File: config.mk
export PLATFORM = sky130hd
export DESIGN_NAME = mul2x2_mac
export DESIGN_NICKNAME = d
export VERILOG_FILES = /design/src/rtl/mul_pkg.sv /design/src/rtl/mul2x2_comb.sv /design/src/rtl/mul2x2_mac.sv
export SDC_FILE = /design/constraint.sdc
export NUM_CORES = 1
export LEC_CHECK = 0
export CAP_MARGIN = 20
export CORE_MARGIN = 4
export CORE_UTILIZATION = 25
export DETAILED_ROUTE_END_ITERATION = 16
export PLACE_DENSITY = 0.53
export SYNTH_ARGS = -nofsm -noshare
export SYNTH_HDL_FRONTEND = slang
export SYNTH_SLANG_ARGS = --single-unit
File: constraint.sdc
create_clock -name clk -period 2.49 [get_ports clk]
set_input_delay 0.498 -clock clk [delete_from_list [all_inputs] [get_ports clk]]
set_output_delay 0.498 -clock clk [all_outputs]
set_load 0.05 [all_outputs]
File: src/rtl/mul_pkg.sv
// Shared types and helpers for the 2x2 multiply-accumulate stage.
// Holds the product width, the FSM state enum and the saturating add.
package mul_pkg;

  localparam int PRODUCT_W = 4;
  localparam int SAT_W     = 32;

  typedef enum logic {
    ACCUM = 1'b0,
    HOLD  = 1'b1
  } mac_state_t;

  // Snapshot of the control path, kept in one place for probing.
  typedef struct packed {
    mac_state_t state;
    logic       in_xfer;
    logic       out_xfer;
    logic       last_term;
  } mac_dbg_t;

  // Adds a product to an accumulator that is `width` bits wide (width <= SAT_W).
  // Bit SAT_W of the return value flags that the result was clamped to 2^width-1.
  function automatic logic [SAT_W:0] sat_add(input logic [SAT_W-1:0] acc,
                                             input logic [PRODUCT_W-1:0] prod,
                                             input int width);
    logic [SAT_W:0] sum;
    logic [SAT_W:0] max;
    sum = {1'b0, acc} + {{(SAT_W - PRODUCT_W + 1){1'b0}}, prod};
    max = ((SAT_W + 1)'(1) << width) - (SAT_W + 1)'(1);
    if (sum > max) begin
      return {1'b1, max[SAT_W-1:0]};
    end
    return {1'b0, sum[SAT_W-1:0]};
  endfunction

endpackage

File: src/rtl/mul2x2_comb.sv
// Combinational 2x2-bit unsigned multiplier: {a,b} * {c,d} = {f3,f2,f1,f0}.
// Same port shape as the upstream multiplier so it can be swapped in directly.
module mul2x2_comb (
  input  logic a,
  input  logic b,
  input  logic c,
  input  logic d,
  output logic f3,
  output logic f2,
  output logic f1,
  output logic f0
);

  // f2 and f3 are mutually exclusive: only 3*3 reaches bit 3, and 9 has bit 2 clear.
  assign f0 = b & d;
  assign f1 = (a & d) ^ (b & c);
  assign f2 = (a & c) & ~(b & d);
  assign f3 = a & b & c & d;

endmodule

File: src/rtl/mul2x2_mac.sv
// Multiply-accumulate stage: sums N_TERMS 2x2 products with saturation and
// hands the result downstream over a valid/ready port.
//
// Handshake: a transfer happens on a rising edge where valid & ready are both
// high; valid never waits on ready, ready never depends on valid, and a
// presented payload stays stable until its transfer.
module mul2x2_mac
  import mul_pkg::*;
#(
  parameter int N_TERMS = 4,
  parameter int ACC_W   = 8
) (
  input  logic             clk,
  input  logic             rst_n,
  input  logic             in_valid,
  output logic             in_ready,
  input  logic             a,
  input  logic             b,
  input  logic             c,
  input  logic             d,
  output logic             out_valid,
  input  logic             out_ready,
  output logic [ACC_W-1:0] out_sum,
  output logic             out_ovf
);

  localparam int CNT_W = $clog2(N_TERMS);

  mac_state_t               state_q;
  mac_state_t               state_d;
  mac_dbg_t                 dbg;
  logic [ACC_W-1:0]         acc_q;
  logic [CNT_W-1:0]         cnt_q;
  logic                     ovf_q;
  logic [ACC_W-1:0]         out_sum_q;
  logic                     out_ovf_q;
  logic [PRODUCT_W-1:0]     product;
  logic [SAT_W:0]           sat_res;
  logic [ACC_W-1:0]         acc_sum;
  logic                     carry;
  logic                     unused_sat;

  mul2x2_comb u_mul (
    .a  (a),
    .b  (b),
    .c  (c),
    .d  (d),
    .f3 (product[3]),
    .f2 (product[2]),
    .f1 (product[1]),
    .f0 (product[0])
  );

  assign sat_res    = sat_add(SAT_W'(acc_q), product, ACC_W);
  assign acc_sum    = sat_res[ACC_W-1:0];
  assign carry      = sat_res[SAT_W];
  assign unused_sat = ^sat_res;

  // Ready/valid come straight from the state register, never from the peer's strobe.
  assign in_ready  = (state_q == ACCUM);
  assign out_valid = (state_q == HOLD);
  assign out_sum   = out_sum_q;
  assign out_ovf   = out_ovf_q;

  assign dbg.state     = state_q;
  assign dbg.in_xfer   = in_valid & in_ready;
  assign dbg.out_xfer  = out_valid & out_ready;
  assign dbg.last_term = (cnt_q == CNT_W'(N_TERMS - 1));

  always_ff @(posedge clk or negedge rst_n) begin
    if (!rst_n) begin
      state_q <= ACCUM;
    end else begin
      state_q <= state_d;
    end
  end

  always_comb begin
    state_d = state_q;
    case (dbg.state)
      ACCUM: if (dbg.in_xfer && dbg.last_term) state_d = HOLD;
      HOLD:  if (dbg.out_xfer) state_d = ACCUM;
      default: state_d = ACCUM;
    endcase
  end

  always_ff @(posedge clk or negedge rst_n) begin
    if (!rst_n) begin
      acc_q     <= '0;
      cnt_q     <= '0;
      ovf_q     <= 1'b0;
      out_sum_q <= '0;
      out_ovf_q <= 1'b0;
    end else if (dbg.in_xfer) begin
      if (dbg.last_term) begin
        // Final term: publish the result and start the next sum from zero.
        out_sum_q <= acc_sum;
        out_ovf_q <= ovf_q | carry;
        acc_q     <= '0;
        cnt_q     <= '0;
        ovf_q     <= 1'b0;
      end else begin
        acc_q <= acc_sum;
        cnt_q <= cnt_q + CNT_W'(1);
        ovf_q <= ovf_q | carry;
      end
    end
  end

endmodule

# == After elaboration in Yosys (flattened, before gate mapping) ==
# Index checks and enable logic that the tools add are counted.
# word_totals
output_inout_bits,11
ff_bits,21
in_bits,8
# op_classes
bitwise,14
reduce_logical,2
n_addsub,2
n_mux,9
eq_ne,1
n_lt_le_gt_ge,1
# op_table
op,n
two-way mux 33 bit,2
AND 1 bit,10
adder 8 x 4 -> 9 bit,1
greater-than comparator 9 x 8 -> 1 bit (second input constant),1
two-way mux 8 bit,1
two-way mux 1 bit,4
adder 2 x 1 -> 2 bit (second input constant),1
== test 2 bit (second input constant),1
two-way mux 2 bit,1
NOT 1 bit,2
one-hot mux 1 bit (2 select lines),1
AND reduction 2 bit,1
logical AND 1 bit,1
OR 1 bit,1
bitwise XOR 1 bit,1

# == Longest topological paths before layout ==
# depth
word_depth,9
depth_mapped,8
ltp_nobuf,8

# == Cells and area by module ==
# A second synthesis with hierarchy kept.
# unflattened
cells_unflattened,127
area_unflattened_um2,1204.9
# modules_own_cells
module,seq_area_each_um2,cells_each,n_inst,area_per_inst_um2
mul2x2_mac,525.5,120,1,1158.6
mul2x2_comb,0.0,7,1,46.3

# == Worst setup path before layout ==
# No wires, ideal clock.
# synth_timing
path_kind,input-to-reg
start,input b
end,register out_sum_q[6] (netlist: out_sum[6])
setup_time_ns,0.125
slack_ns,0.302
t_arrival_ns,2.063
stages,8
required_time_ns,2.365
path_buffers,0
cell_sequence,and2_1 > ha_1 > inv_1 > fa_1 > nand2b_2 > a211oi_2 > mux2i_1 > mux2_2
# synth_via
elab_chain_len,7
elab_cells_between_ends,12
cone_classes,add/sub (1); order compare (1); mux (2); bitwise (8)
# synth_rtl
element,line,text
from (decl),mul2x2_mac.sv:18,"input logic b,"
AND 1 bit (on tied branches),"mul2x2_comb.sv:18, mul2x2_comb.sv:15, mul2x2_comb.sv:17",
AND 1 bit / NOT 1 bit (equally long branches),"mul2x2_comb.sv:18, mul2x2_comb.sv:17",
AND 1 bit (on tied branches),"mul2x2_comb.sv:18, mul2x2_comb.sv:17",
adder 8 x 4 -> 9 bit (*),mul_pkg.sv:28,"sum = {1'b0, acc} + {{(SAT_W - PRODUCT_W + 1){1'b0}}, prod};"
greater-than comparator 9 x 8 -> 1 bit,mul_pkg.sv:30,if (sum > max) begin
two-way mux 1 bit,mul_pkg.sv:30,
two-way mux 33 bit (*),mul_pkg.sv:33,"return {1'b0, sum[SAT_W-1:0]};"
to (signal assigned),mul2x2_mac.sv:97,out_sum_q <= acc_sum;
to (decl),mul2x2_mac.sv:35,logic [ACC_W-1:0] out_sum_q;
# Every way passes the cells marked *; elsewhere a longest branch is shown, timed or not.
# A chain may end at the register's enable or synchronous reset.

# == Worst setup path after layout ==
# layout_timing
start,input a
end,register out_sum_q[7] (netlist: out_sum[7])
# layout_via
elab_chain_len,7
elab_cells_between_ends,11
cone_classes,add/sub (1); order compare (1); mux (2); bitwise (7)
# layout_rtl
element,line,text
from (decl),mul2x2_mac.sv:17,"input logic a,"
AND 1 bit (3 in series),mul2x2_comb.sv:18,assign f3 = a & b & c & d;
adder 8 x 4 -> 9 bit (*),mul_pkg.sv:28,
greater-than comparator 9 x 8 -> 1 bit,mul_pkg.sv:30,
two-way mux 1 bit,mul_pkg.sv:30,
two-way mux 33 bit (*),mul_pkg.sv:33,
# Marked as above.

==> impl_metrics.ini <==
[outcome]
status = finished clean

[logic_synthesis]
synth-main-ff-cell = dfrtp_1
synth.distinct_cells = 38
synth_edf_count = 0
synthesis.nets = 138
synthCells = 124
synth.avg_cell_area_um2 = 9.434
postSynthRegisterBits = 21
synth_area_mm2 = 0.001170
yosys_warnings = 0
async_reset_ff_frac = 1.000
synth-seq-area-share = 0.4492

[pwr]
leakage_nw = 0.7184
power.density_mw_per_mm2 = 1005
peakVddDrop_uv = 504.4

[critical_path]
cp-end-kind = register
ff2ff_path_depth = 7
cp.depth = 9
crit_chain = clkdlybuf4s50_1 -> nand2_2 -> xor2_2 -> buf_4 -> ha_1 -> a21o_1 -> a22o_2 -> a31oi_1 -> o31ai_1
slowest_stage = clkdlybuf4s50_1
cp.arrival_ns = 2.53
cp.required_ns = 2.62
path_max_fanout = 2
slowest_delay_ns = 0.49
path_delay_family = compound AO/OA/AOI/OAI gates
critical_path_class = in2reg
r2r_end = out_sum[6]
reg2reg_slack_ns = 0.61
cp_num_buf_inv = 2
cp-start-kind = input pin
r2r_start = acc_q[0]

[drt]
dr.pass1.iters = 4
vias = 987
ant_nets = 0
drt_iter0_markers = 39
routed_wl_mm = 2.678
routedWlPerCell_um = 12.75
viasPerCell = 4.700
remaining_drc_errors = 0

[die]
core_area_mm2 = 0.004444
io_pins = 19
die-area_mm2 = 0.005838
start_util = 0.2632
rows = 24
fp.dieW_um = 76.41
die_height_um = 76.41

[placement]
dp_hpwl_mm = 2.092
place.gp.congestion = 0.7974
dpl_cell_area_mm2 = 0.001499
io_buffer_count = 18
dp.cells = 204

[sta]
slew-limit-headroom = 0.6639
final.setup.tns_ns = 0
whs_ns = 0.4797
timing.fmax_mhz = 416.9
hold_viol = 0
max_slew.worst_pin.slew_ns = 0.5026
clock_skew_ns = 0.003455
period_minus_slack_ns = 2.399
finalCritPeriodShare = 0.9633
grt_setup_unrepaired = no
setup_violations = 0
slew_viol_final = 0

[grt]
grt_pass1_wl_mm = 4.843
grt_pass1_vias = 1073
antenna_found_initial = 0
overflow = 0
track_usage = 0.09911
grt_max_degree = 22

[clocking]
cts-root-buf = clkbuf_8
htreeDepth = 1
hold_buffers = 0
clock_path_buffers = 2
tritoncts = built
clk_pin_slew_ns = 0.07
clk_latency_ns = 0.25
numCtsBuffers = 3
cts_sinks = 21

[worst_hold_path]
worstHoldPathCells = 2
hold_start = out_ovf
min_to = out_ovf
hold_path_class = reg2reg

[layout]
area_delta_synth_final_pct = 36.79
stdcell_count = 210
nets = 173
stdcell_area_mm2 = 0.001600
antennaDiodeCount = 0
drive_gt1_frac = 0.2152

[flow_run]
drv_cap = 0
-- cells in the mapped netlist (3+ instances only) --
master / count / share of area
nand2_1: 23 / 0.074
o21ai_0: 10 / 0.043
nor2_1: 7 / 0.022
a21o_1: 3 / 0.019
ha_1: 5 / 0.053
and3_1: 3 / 0.016
dfrtp_1: 21 / 0.45
a21oi_1: 6 / 0.026
o21ai_1: 4 / 0.017
inv_1: 7 / 0.022
-- where the power goes --
group          switching [mW]  internal, mW  total, mW
logic                   0.525         0.322      0.848
clock network           0.103         0.114      0.217
registers              0.0877         0.456      0.544
total                   0.716         0.892       1.61
-- flip-flops by register name, summed over array words and instances, names as in the netlist --
name / count
acc_q: 8
cnt_q: 2
out_ovf: 1
out_sum: 8
out_valid: 1
ovf_q: 1
-- worst max-delay path by stage --
| stage | start | end |
|---|---|---|
| global placement | c | out_sum[6] |
| global route | a | out_sum[6] |
| floorplan | b | out_sum[6] |
| finish | a | out_sum[7] |
| detailed placement | d | out_sum[6] |
| CTS | b | out_sum[6] |
-- placed cells by master (no fill, tap or decap), types with 2 or more instances in the layout --
cell	Yosys	routed
a211oi_4	1	2
o22ai_1	2	2
nor2b_1	2	2
nor2_1	7	7
nand2_1	23	22
a21o_1	3	3
o21ai_0	10	10
ha_1	5	5
clkbuf_8	0	3
buf_4	0	15
inv_1	7	6
a21oi_1	6	5
nand2b_1	2	2
nor4_1	2	2
clkdlybuf4s50_1	0	17
a31oi_1	2	2
mux2i_1	2	2
dfrtp_1	21	21
and3_1	3	3
o21ai_1	4	4
-- worst register-to-register path, cell delays in order, from the launching register on --
cell and delay, ns:
dfrtp_1 0.36, ha_1 0.17, inv_1 0.05, fa_2 0.34
nand2b_4 0.19, a211oi_4 0.28, mux2i_1 0.11, mux2_2 0.26
-- cell families (layout without fill, tap and decap cells) --
group | Yosys count | after routing | synth area share
AO/OA/AOI/OAI | 36 | 36 | 0.2150
XOR/XNOR | 1 | 1 | 0.007488
adder cells (fa/ha/maj) | 6 | 6 | 0.07059
buffers and inverters | 10 | 44 | 0.03422
flip-flops | 21 | 21 | 0.4492
multiplexers | 3 | 3 | 0.02674
AND/OR/NAND/NOR | 47 | 47 | 0.1968
-- stage by stage --
step / utilization / total power [mW] / worst slack, ns
5_1_grt: 0.3601 / 1.739 / 0.006240
3_5_place_dp: 0.3373 / 1.369 / -0.3444
6_report: 0.3601 / 1.608 / 0.09133
3_3_place_gp: 0.3373 / 1.354 / -0.2546
4_1_cts: 0.3525 / 1.607 / 0.01363
2_1_floorplan: - / 1.082 / 0.3024
-- cell type report --
cell class                 count  area [µm²]
sequential                    21       525.5
fill                         467        2844
clock buffer                   4       45.04
inverter                       7       26.28
tap                           52       65.06
timing repair buffer          33       295.3
multi-input combinational     93       643.1
-- layer usage --
| metal | part of all wire | vias up | GRT usage |
|---|---|---|---|
| li1 | - | 502 | - |
| met1 | 0.49 | 473 | 0.1304 |
| met2 | 0.48 | 10 | 0.1617 |
| met3 | 0.029 | 2 | 0.02837 |
| met4 | 0.0037 | 0 | 0.01993 |
| met5 | 0 | - | 0 |
-- repair_timing --
item / CTS / global route
resized for setup: 3 / 7
setup endpoints to repair: 4 / 13
pin swaps: 1 / 3
buffers inserted: 1 / 1
Note: power is estimated with default switching activity, not from simulation.
